`src/rtl/fetch.sv`:
```
// rtl/fetch.sv - instruction fetch stage: fetch PC, in-order imem requests, prefetch FIFO, redirect/stop
// Optional feature macro FETCH_STALL_CNT_EN adds the fetch_stall_cnt empty-FIFO cycle counter.
module fetch #(
  parameter logic [31:0] RESET_PC  = 32'h0000_0000,
  parameter int unsigned BUF_DEPTH = 4,
  parameter logic [31:0] NOP_INSN  = 32'h0000_0013
) (
  input  logic        clk,
  input  logic        reset,
  input  logic        stop,
  input  logic        redirect,
  input  logic [31:0] redirect_pc,
  output logic        imem_req,
  output logic [31:0] imem_addr,
  input  logic        imem_gnt,
  input  logic        imem_ack,
  input  logic [31:0] imem_rdata,
  output logic [31:0] command,
  output logic [31:0] out_now_pc,
  output logic        out_valid
`ifdef FETCH_STALL_CNT_EN
  ,
  output logic [31:0] fetch_stall_cnt
`endif
);

  localparam int unsigned AW = $clog2(BUF_DEPTH);
  localparam int unsigned CW = AW + 1;
  localparam logic [CW:0] DEPTH_W = (CW+1)'(BUF_DEPTH);

  logic [31:0]   fetch_pc_q, fetch_pc_d;
  logic [31:0]   push_pc_q, push_pc_d;
  logic [CW-1:0] outstanding_q, outstanding_d;
  logic [CW-1:0] drop_cnt_q, drop_cnt_d;
  logic [CW-1:0] count_q, count_d;
  logic [AW-1:0] rd_ptr_q, rd_ptr_d;
  logic [AW-1:0] wr_ptr_q, wr_ptr_d;
  logic [31:0]   command_q, command_d;
  logic [31:0]   now_pc_q, now_pc_d;
  logic          valid_q, valid_d;

  logic [31:0]   word_mem [BUF_DEPTH];
  logic [31:0]   pc_mem   [BUF_DEPTH];

  logic [CW:0]   in_use;
  logic          grant;
  logic          push;
  logic          pop;
  logic [31:0]   target_pc;

  // Outstanding requests reserve a FIFO slot, so an ack can never find the FIFO full.
  assign in_use    = {1'b0, outstanding_q} + {1'b0, count_q};
  assign imem_req  = !redirect && (in_use < DEPTH_W);
  assign imem_addr = fetch_pc_q;
  assign grant     = imem_req && imem_gnt;
  assign push      = imem_ack && (drop_cnt_q == '0) && !redirect;
  assign pop       = !redirect && !stop && (count_q != '0);
  assign target_pc = redirect_pc & 32'hFFFF_FFFC;

  assign command    = command_q;
  assign out_now_pc = now_pc_q;
  assign out_valid  = valid_q;

  always_comb begin
    fetch_pc_d    = fetch_pc_q;
    push_pc_d     = push_pc_q;
    outstanding_d = outstanding_q + CW'(grant) - CW'(imem_ack);
    drop_cnt_d    = drop_cnt_q;
    count_d       = count_q;
    rd_ptr_d      = rd_ptr_q;
    wr_ptr_d      = wr_ptr_q;
    command_d     = command_q;
    now_pc_d      = now_pc_q;
    valid_d       = valid_q;

    if (redirect) begin
      // Everything still in flight belongs to the abandoned path.
      fetch_pc_d = target_pc;
      push_pc_d  = target_pc;
      drop_cnt_d = outstanding_q - CW'(imem_ack);
      count_d    = '0;
      rd_ptr_d   = '0;
      wr_ptr_d   = '0;
    end else begin
      if (grant) fetch_pc_d = fetch_pc_q + 32'd4;
      if (imem_ack && (drop_cnt_q != '0)) drop_cnt_d = drop_cnt_q - 1'b1;
      if (push) begin
        push_pc_d = push_pc_q + 32'd4;
        wr_ptr_d  = wr_ptr_q + 1'b1;
      end
      if (pop) rd_ptr_d = rd_ptr_q + 1'b1;
      count_d = count_q + CW'(push) - CW'(pop);
    end

    if (redirect) begin
      command_d = NOP_INSN;
      valid_d   = 1'b0;
    end else if (!stop) begin
      if (pop) begin
        command_d = word_mem[rd_ptr_q];
        now_pc_d  = pc_mem[rd_ptr_q];
        valid_d   = 1'b1;
      end else begin
        command_d = NOP_INSN;
        valid_d   = 1'b0;
      end
    end
  end

  always_ff @(posedge clk or negedge reset) begin
    if (!reset) begin
      fetch_pc_q    <= RESET_PC;
      push_pc_q     <= RESET_PC;
      outstanding_q <= '0;
      drop_cnt_q    <= '0;
      count_q       <= '0;
      rd_ptr_q      <= '0;
      wr_ptr_q      <= '0;
      command_q     <= NOP_INSN;
      now_pc_q      <= RESET_PC;
      valid_q       <= 1'b0;
    end else begin
      fetch_pc_q    <= fetch_pc_d;
      push_pc_q     <= push_pc_d;
      outstanding_q <= outstanding_d;
      drop_cnt_q    <= drop_cnt_d;
      count_q       <= count_d;
      rd_ptr_q      <= rd_ptr_d;
      wr_ptr_q      <= wr_ptr_d;
      command_q     <= command_d;
      now_pc_q      <= now_pc_d;
      valid_q       <= valid_d;
    end
  end

  always_ff @(posedge clk) begin
    if (push) begin
      word_mem[wr_ptr_q] <= imem_rdata;
      pc_mem[wr_ptr_q]   <= push_pc_q;
    end
  end

`ifdef FETCH_STALL_CNT_EN
  logic [31:0] stall_q, stall_d;

  always_comb begin
    stall_d = stall_q;
    if (!stop && !redirect && (count_q == '0)) stall_d = stall_q + 32'd1;
  end

  always_ff @(posedge clk or negedge reset) begin
    if (!reset) stall_q <= '0;
    else        stall_q <= stall_d;
  end

  assign fetch_stall_cnt = stall_q;
`endif

endmodule
```
`config.mk`:
```
export PLATFORM = sky130hd
export DESIGN_NAME = fetch
export DESIGN_NICKNAME = d
export VERILOG_FILES = /design/src/rtl/fetch.sv
export SDC_FILE = /design/constraint.sdc
export NUM_CORES = 1
export LEC_CHECK = 0
export ABC_AREA = 0
export CAP_MARGIN = 5
export CORE_ASPECT_RATIO = 1.25
export CORE_UTILIZATION = 43
export CTS_BUF_LIST = sky130_fd_sc_hd__clkbuf_8
export CTS_CLUSTER_DIAMETER = 200
export DETAILED_ROUTE_END_ITERATION = 12
export HOLD_SLACK_MARGIN = 0.05
export PLACE_DENSITY = 0.66
export SYNTH_ARGS = -nofsm -noshare
export SYNTH_HDL_FRONTEND = slang
export SYNTH_SLANG_ARGS = --single-unit
```
`constraint.sdc`:
```
create_clock -name clk -period 2.97 [get_ports clk]
set_input_delay 0.4455 -clock clk [delete_from_list [all_inputs] [get_ports clk]]
set_output_delay 0.4455 -clock clk [all_outputs]
set_load 0.02 [all_outputs]
```
# Word level (Yosys, flattened, before mapping)
# Memory sizes are Yosys's and may differ from the RTL's. A register that Yosys moved wholly into a read port is not among the register bits.
# Cells that the tools add are included.
[classes]
n_addsub = 11
n_lt_le_gt_ge = 1
eq_ne = 1
muxes = 19
bitwise = 2
n_reduce_logical = 18
[op_table]
columns = ["operator", "n"]
rows = [
  ["two-way mux 32 bit", 7],
  ["adder 32 x 3 -> 32 bit (second input constant)", 2],
  ["two-way mux 3 bit", 3],
  ["subtractor 3 x 1 -> 3 bit", 3],
  ["two-way mux 2 bit", 4],
  ["nonzero test 2 bit", 4],
  ["logical AND 1 bit", 7],
  ["adder 3 x 1 -> 3 bit", 2],
  ["nonzero test 3 bit", 2],
  ["two-way mux 1 bit", 5],
  ["adder 2 x 1 -> 2 bit (second input constant)", 2],
  ["adder 3 x 3 -> 4 bit", 1],
  ["< comparator 4 x 3 -> 1 bit (second input constant)", 1],
  ["zero test 1 bit", 3],
  ["zero test 3 bit", 1],
  ["AND reduction 3 bit", 1],
  ["subtractor 3 x 1 -> 3 bit (second input constant)", 1],
  ["inequality test 2 x 1 -> 1 bit (second input constant)", 1],
  ["inverter 1 bit", 2],
]
[totals]
register_bits = 110
mem_bits_rw = 256
in_bits = 70
output_inout_bits = 98
elab_cells = 63
memories = 2
[mem_list]
columns = ["memory", "words", "width", "rd", "rd_clocked_by_memory_dff", "wr", "line", "source"]
rows = [
  ["pc_mem", 4, 32, 1, 1, 1, "43", "logic [31:0] pc_mem [BUF_DEPTH];"],
  ["word_mem", 4, 32, 1, 0, 1, "42", "logic [31:0] word_mem [BUF_DEPTH];"],
]

# Longest topological paths before layout
[logic_depth]
word_depth = 6
mapped_depth = 12
ltp_nobuf = 12

# Least setup slack after synthesis
# OpenSTA, ideal clock, no wires.
[synth_timing]
kind = "input-to-reg"
from = "input redirect"
to = "memory pc_mem[2][10] (enable)"
setup_ps = 427
arrival_time_ps = 2862
required_time_ps = 2543
setup_slack_ps = -319
stages = 5
n_path_buf = 3
cell_sequence = "clkbuf_1 -> clkinv_1 -> clkbuf_1 -> clkbuf_1 -> and3_1"
[synth_between]
elab_chain_len = 4
[synth_lines]
columns = ["element", "line", "source"]
rows = [
  ["start, declared", "11", "input logic redirect,"],
  ["zero test 1 bit", "56", "assign push = imem_ack && (drop_cnt_q == '0) && !redirect;"],
  ["logical AND 1 bit", "56", ""],
  ["two-way mux 1 bit", "137", "if (push) begin"],
  ["two-way mux 1 bit (implied by the code)", "139", "pc_mem[wr_ptr_q] <= push_pc_q;"],
  ["end, declared", "43", ""],
]
# Every way passes these cells.

# Final worst setup path
[layout_timing]
from = "register count_q[1]"
to = "register outstanding_q[2]"
[layout_between]
elab_chain_len = 6
[layout_lines]
columns = ["element", "line", "source"]
rows = [
  ["start, declared", "35", "logic [CW-1:0] count_q, count_d;"],
  ["start signal, assigned", "127", "count_q <= count_d;"],
  ["adder 3 x 3 -> 4 bit", "52", "assign in_use = {1'b0, outstanding_q} + {1'b0, count_q};"],
  ["< comparator 4 x 3 -> 1 bit", "53", "assign imem_req = !redirect && (in_use < DEPTH_W);"],
  ["logical AND 1 bit", "53", ""],
  ["logical AND 1 bit", "55", "assign grant = imem_req && imem_gnt;"],
  ["adder 3 x 1 -> 3 bit", "67", "outstanding_d = outstanding_q + CW'(grant) - CW'(imem_ack);"],
  ["subtractor 3 x 1 -> 3 bit", "67", ""],
  ["named net outstanding_d[2]", "33", "logic [CW-1:0] outstanding_q, outstanding_d;"],
  ["end signal, assigned", "125", "outstanding_q <= outstanding_d;"],
  ["end, declared", "33", ""],
]
# The timed path passes the listed nets, and every way through them passes these cells.
# A chain may end at the register's enable or synchronous reset.

==> metrics <==
H-tree lvl count 2; synth-to-layout area growth 22.1%; Routed wire per std cell 19.7 um; Synth Area in XOR/XNOR 1.27%; outcome finished clean; Arrival @ worst endpoint 3290 ps; Placed Area 0.0181 mm2; ys flop type edfxtp_1; Pwr per Cell Area 748 mW/mm2; r2r startpoint count_q[1]; Placer Congestion 0.867; PnR Total Power 0.0145 W; largest cells by area after synthesis edfxtp_1, dfrtp_1, mux4_2, nand2_1, a22o_1; CP Launch Type register; global route overflow 0; LEAKAGE 6.93 nW; unrepaired setup endpoints after global routing no; synthesized-area fraction occupied by and/or/nand/nor cells 10.9%; first-pass GRT wire length 56.3 mm; Post-Syn Instances 1044; core area 0.0363 mm2; Synth Area in Adders 1.52%; Synth Area per Inst 15.2 um2; most frequent cell after synthesis edfxtp_1; initial antenna violation count 1; fillcell total 3013; compound-cell area share of the yosys netlist 6.16%; FFs w/ async S/R, synth 35.4%; Commonest cells post-synth edfxtp_1, dfrtp_1, nand2_1; hold depth 3; vias 9815; first-pass iteration count of the detailed router 6; post-route insts no fill 1769; largest family of logic cells by synthesized area simple AND/OR/NAND/NOR gates; final number of setup-violating endpoints 0; Worst Hold Launch redirect; Final Hold Viols 0; clock skew 22.5 ps; setup TNS 0 ps; top-area cell type share of the netlist area 47.0%; final worst-path cycle share 94.5%; die height 217 um; TritonCTS clock tree built; Final Max Slew Viols 0; min Tclk post-route 2810 ps; Worst Hold Endpoint count_q[0]; post-synth top area cell edfxtp_1; Critical R2R Capture outstanding_q[2]; routed wire length 34.9 mm; crit path kind reg -> reg; # clock sinks 384; clock root cell clkbuf_8; CP Max Fanout 4; Worst R2R Path Depth 11; Reg clk slew, reported paths 60 ps; Post-Syn Area 0.0158 mm2; Yosys Warn Count 0; Row Count 78; Post-synth EDFFs 248; DRC 0; largest net degree at the start of global routing 79; Synth cell types 56; vias in the first global route 10200; vias per cell 5.55; nets 1327; Initial Util 43.6%; Iter 0 DRT Violations 675; Max clock buf depth 3; Die X-Extent 174 um; CP endpoint kind register; layout cells sized above 1 16.2%; post-synthesis sequential area ratio 68.5%; final instance area 0.0193 mm2; worst path required time 3460 ps; worst skew pair latency 610 ps; utilization after layout 53.3%; Cells after DPL 1656; number of synthesized register bits 384; proportion of synthesized area in mux cells 9.39%; die area 0.0376 mm2; Tightest Pin Transition 767 ps; Port Buffers 161; FMAX 356 MHz; GRT Util Overall 19.2%; clock buffer count from CTS 58; Post-DP HPWL 21.6 mm; Antenna Nets Post-Route 0; type of the worst min-delay path in -> reg; max-cap violations 0; IO Count 168; R2R setup slack 160 ps; maximum vdd ir drop 0.373 mV; Max-slew headroom 48.4%
logic make-up (layout without fill, tap and decap cells):
logic type / Yosys count / in the layout
XOR/XNOR: 23 / 23
flip-flops: 384 / 384
other: 1 / 5
AO/OA/AOI/OAI: 130 / 130
AND/OR/NAND/NOR: 338 / 338
multiplexers: 70 / 70
buffers and inverters: 80 / 321
adder cells (fa/ha/maj): 18 / 18
critical path, stage by stage, from the launching register on:
cell and delay, ps:
dfrtp_2 440, ha_1 220, or4b_2 710, nor2_2 130, nand2_1 70, ha_1 260
inv_1 50, ha_1 130, inv_1 50, fa_2 350, xnor2_2 140, xnor2_1 130
how the worst max path moves through the flow:
| stage | from | endpoint | slack, ps |
|---|---|---|---|
| final | count_q[1] | outstanding_q[2] | 160 |
| after CTS | outstanding_q[2] | outstanding_q[2] | 60 |
| after global routing | count_q[1] | outstanding_q[2] | 40 |
| after detailed placement | imem_gnt | outstanding_q[2] | -60 |
| after floorplan | outstanding_q[2] | outstanding_q[2] | 20 |
| after global placement | imem_gnt | outstanding_q[2] | -20 |
stage by stage:
step	worst slack, ps	hold WS, ps
final	163	246
after detailed placement	-55.5	362
after global placement	-20.7	361
after floorplan	19.0	150
after CTS	60.2	213
after global routing	41.5	241
flip-flops by register name (all words and copies together) (netlist names):
| register | cells |
|---|---|
| out_valid | 1 |
| push_pc_q | 30 |
| rd_ptr_q | 2 |
| out_now_pc | 30 |
| drop_cnt_q | 3 |
| word_mem | 128 |
| wr_ptr_q | 2 |
| count_q | 3 |
| imem_addr | 30 |
| outstanding_q | 3 |
| pc_mem | 120 |
| command | 32 |
cells in the final DEF (no fill, tap or decap), types with 15 or more instances in the layout:
| cell | n |
|---|---|
| a22o_1 | 29 |
| clkdlybuf4s50_1 | 158 |
| nor3_1 | 21 |
| nand4_1 | 27 |
| nand3_1 | 22 |
| nor4_1 | 25 |
| a31oi_1 | 19 |
| edfxtp_1 | 248 |
| nor2_1 | 44 |
| a21oi_1 | 16 |
| ha_1 | 15 |
| inv_1 | 38 |
| clkbuf_8 | 70 |
| a311oi_1 | 19 |
| xnor2_1 | 17 |
| dfrtp_1 | 129 |
| buf_4 | 21 |
| mux4_2 | 62 |
| nand2_1 | 125 |
power breakdown:
group | total [W] | switching [W] | internal [W] | leakage, nW
combinational | 0.00341 | 0.00174 | 0.00167 | 2.35
sequential | 0.00676 | 0.000504 | 0.00625 | 3.90
clock | 0.00430 | 0.00200 | 0.00230 | 0.680
total | 0.0145 | 0.00423 | 0.0102 | 6.93
metal layers:
layer / track usage [%] / vias up / share of wire (%)
met2: 32.7 / 353 / 50
met3: 3.40 / 66 / 5.8
met5: 0 / - / 0
met1: 24.9 / 4919 / 42
li1: - / 4477 / -
met4: 6.23 / 0 / 2.4
what timing repair did:
| item | 4_1_cts | 5_1_grt |
|---|---|---|
| endpoints found under the setup margin | 1 | 1 |
| resized for setup | 1 | 6 |
| hold buffers | 1 | 0 |
| hold endpoints to repair | 30 | 0 |
| pin swaps | 0 | 0 |
| buffers inserted | 0 | 2 |
final cells by class:
type,instances,area (um2),share of cell area [%]
Timing Repair Buffer,192,1950,10.1
Antenna cell,1,2.50,0.0129
Multi-Input combinational cell,583,4670,24.2
Clock buffer,70,963,4.98
Tap cell,480,601,3.10
Sequential cell,384,10900,56.2
Inverter,20,75.1,0.388
Clock inverter,39,211,1.09
Note: power is estimated with default switching activity, not from simulation.
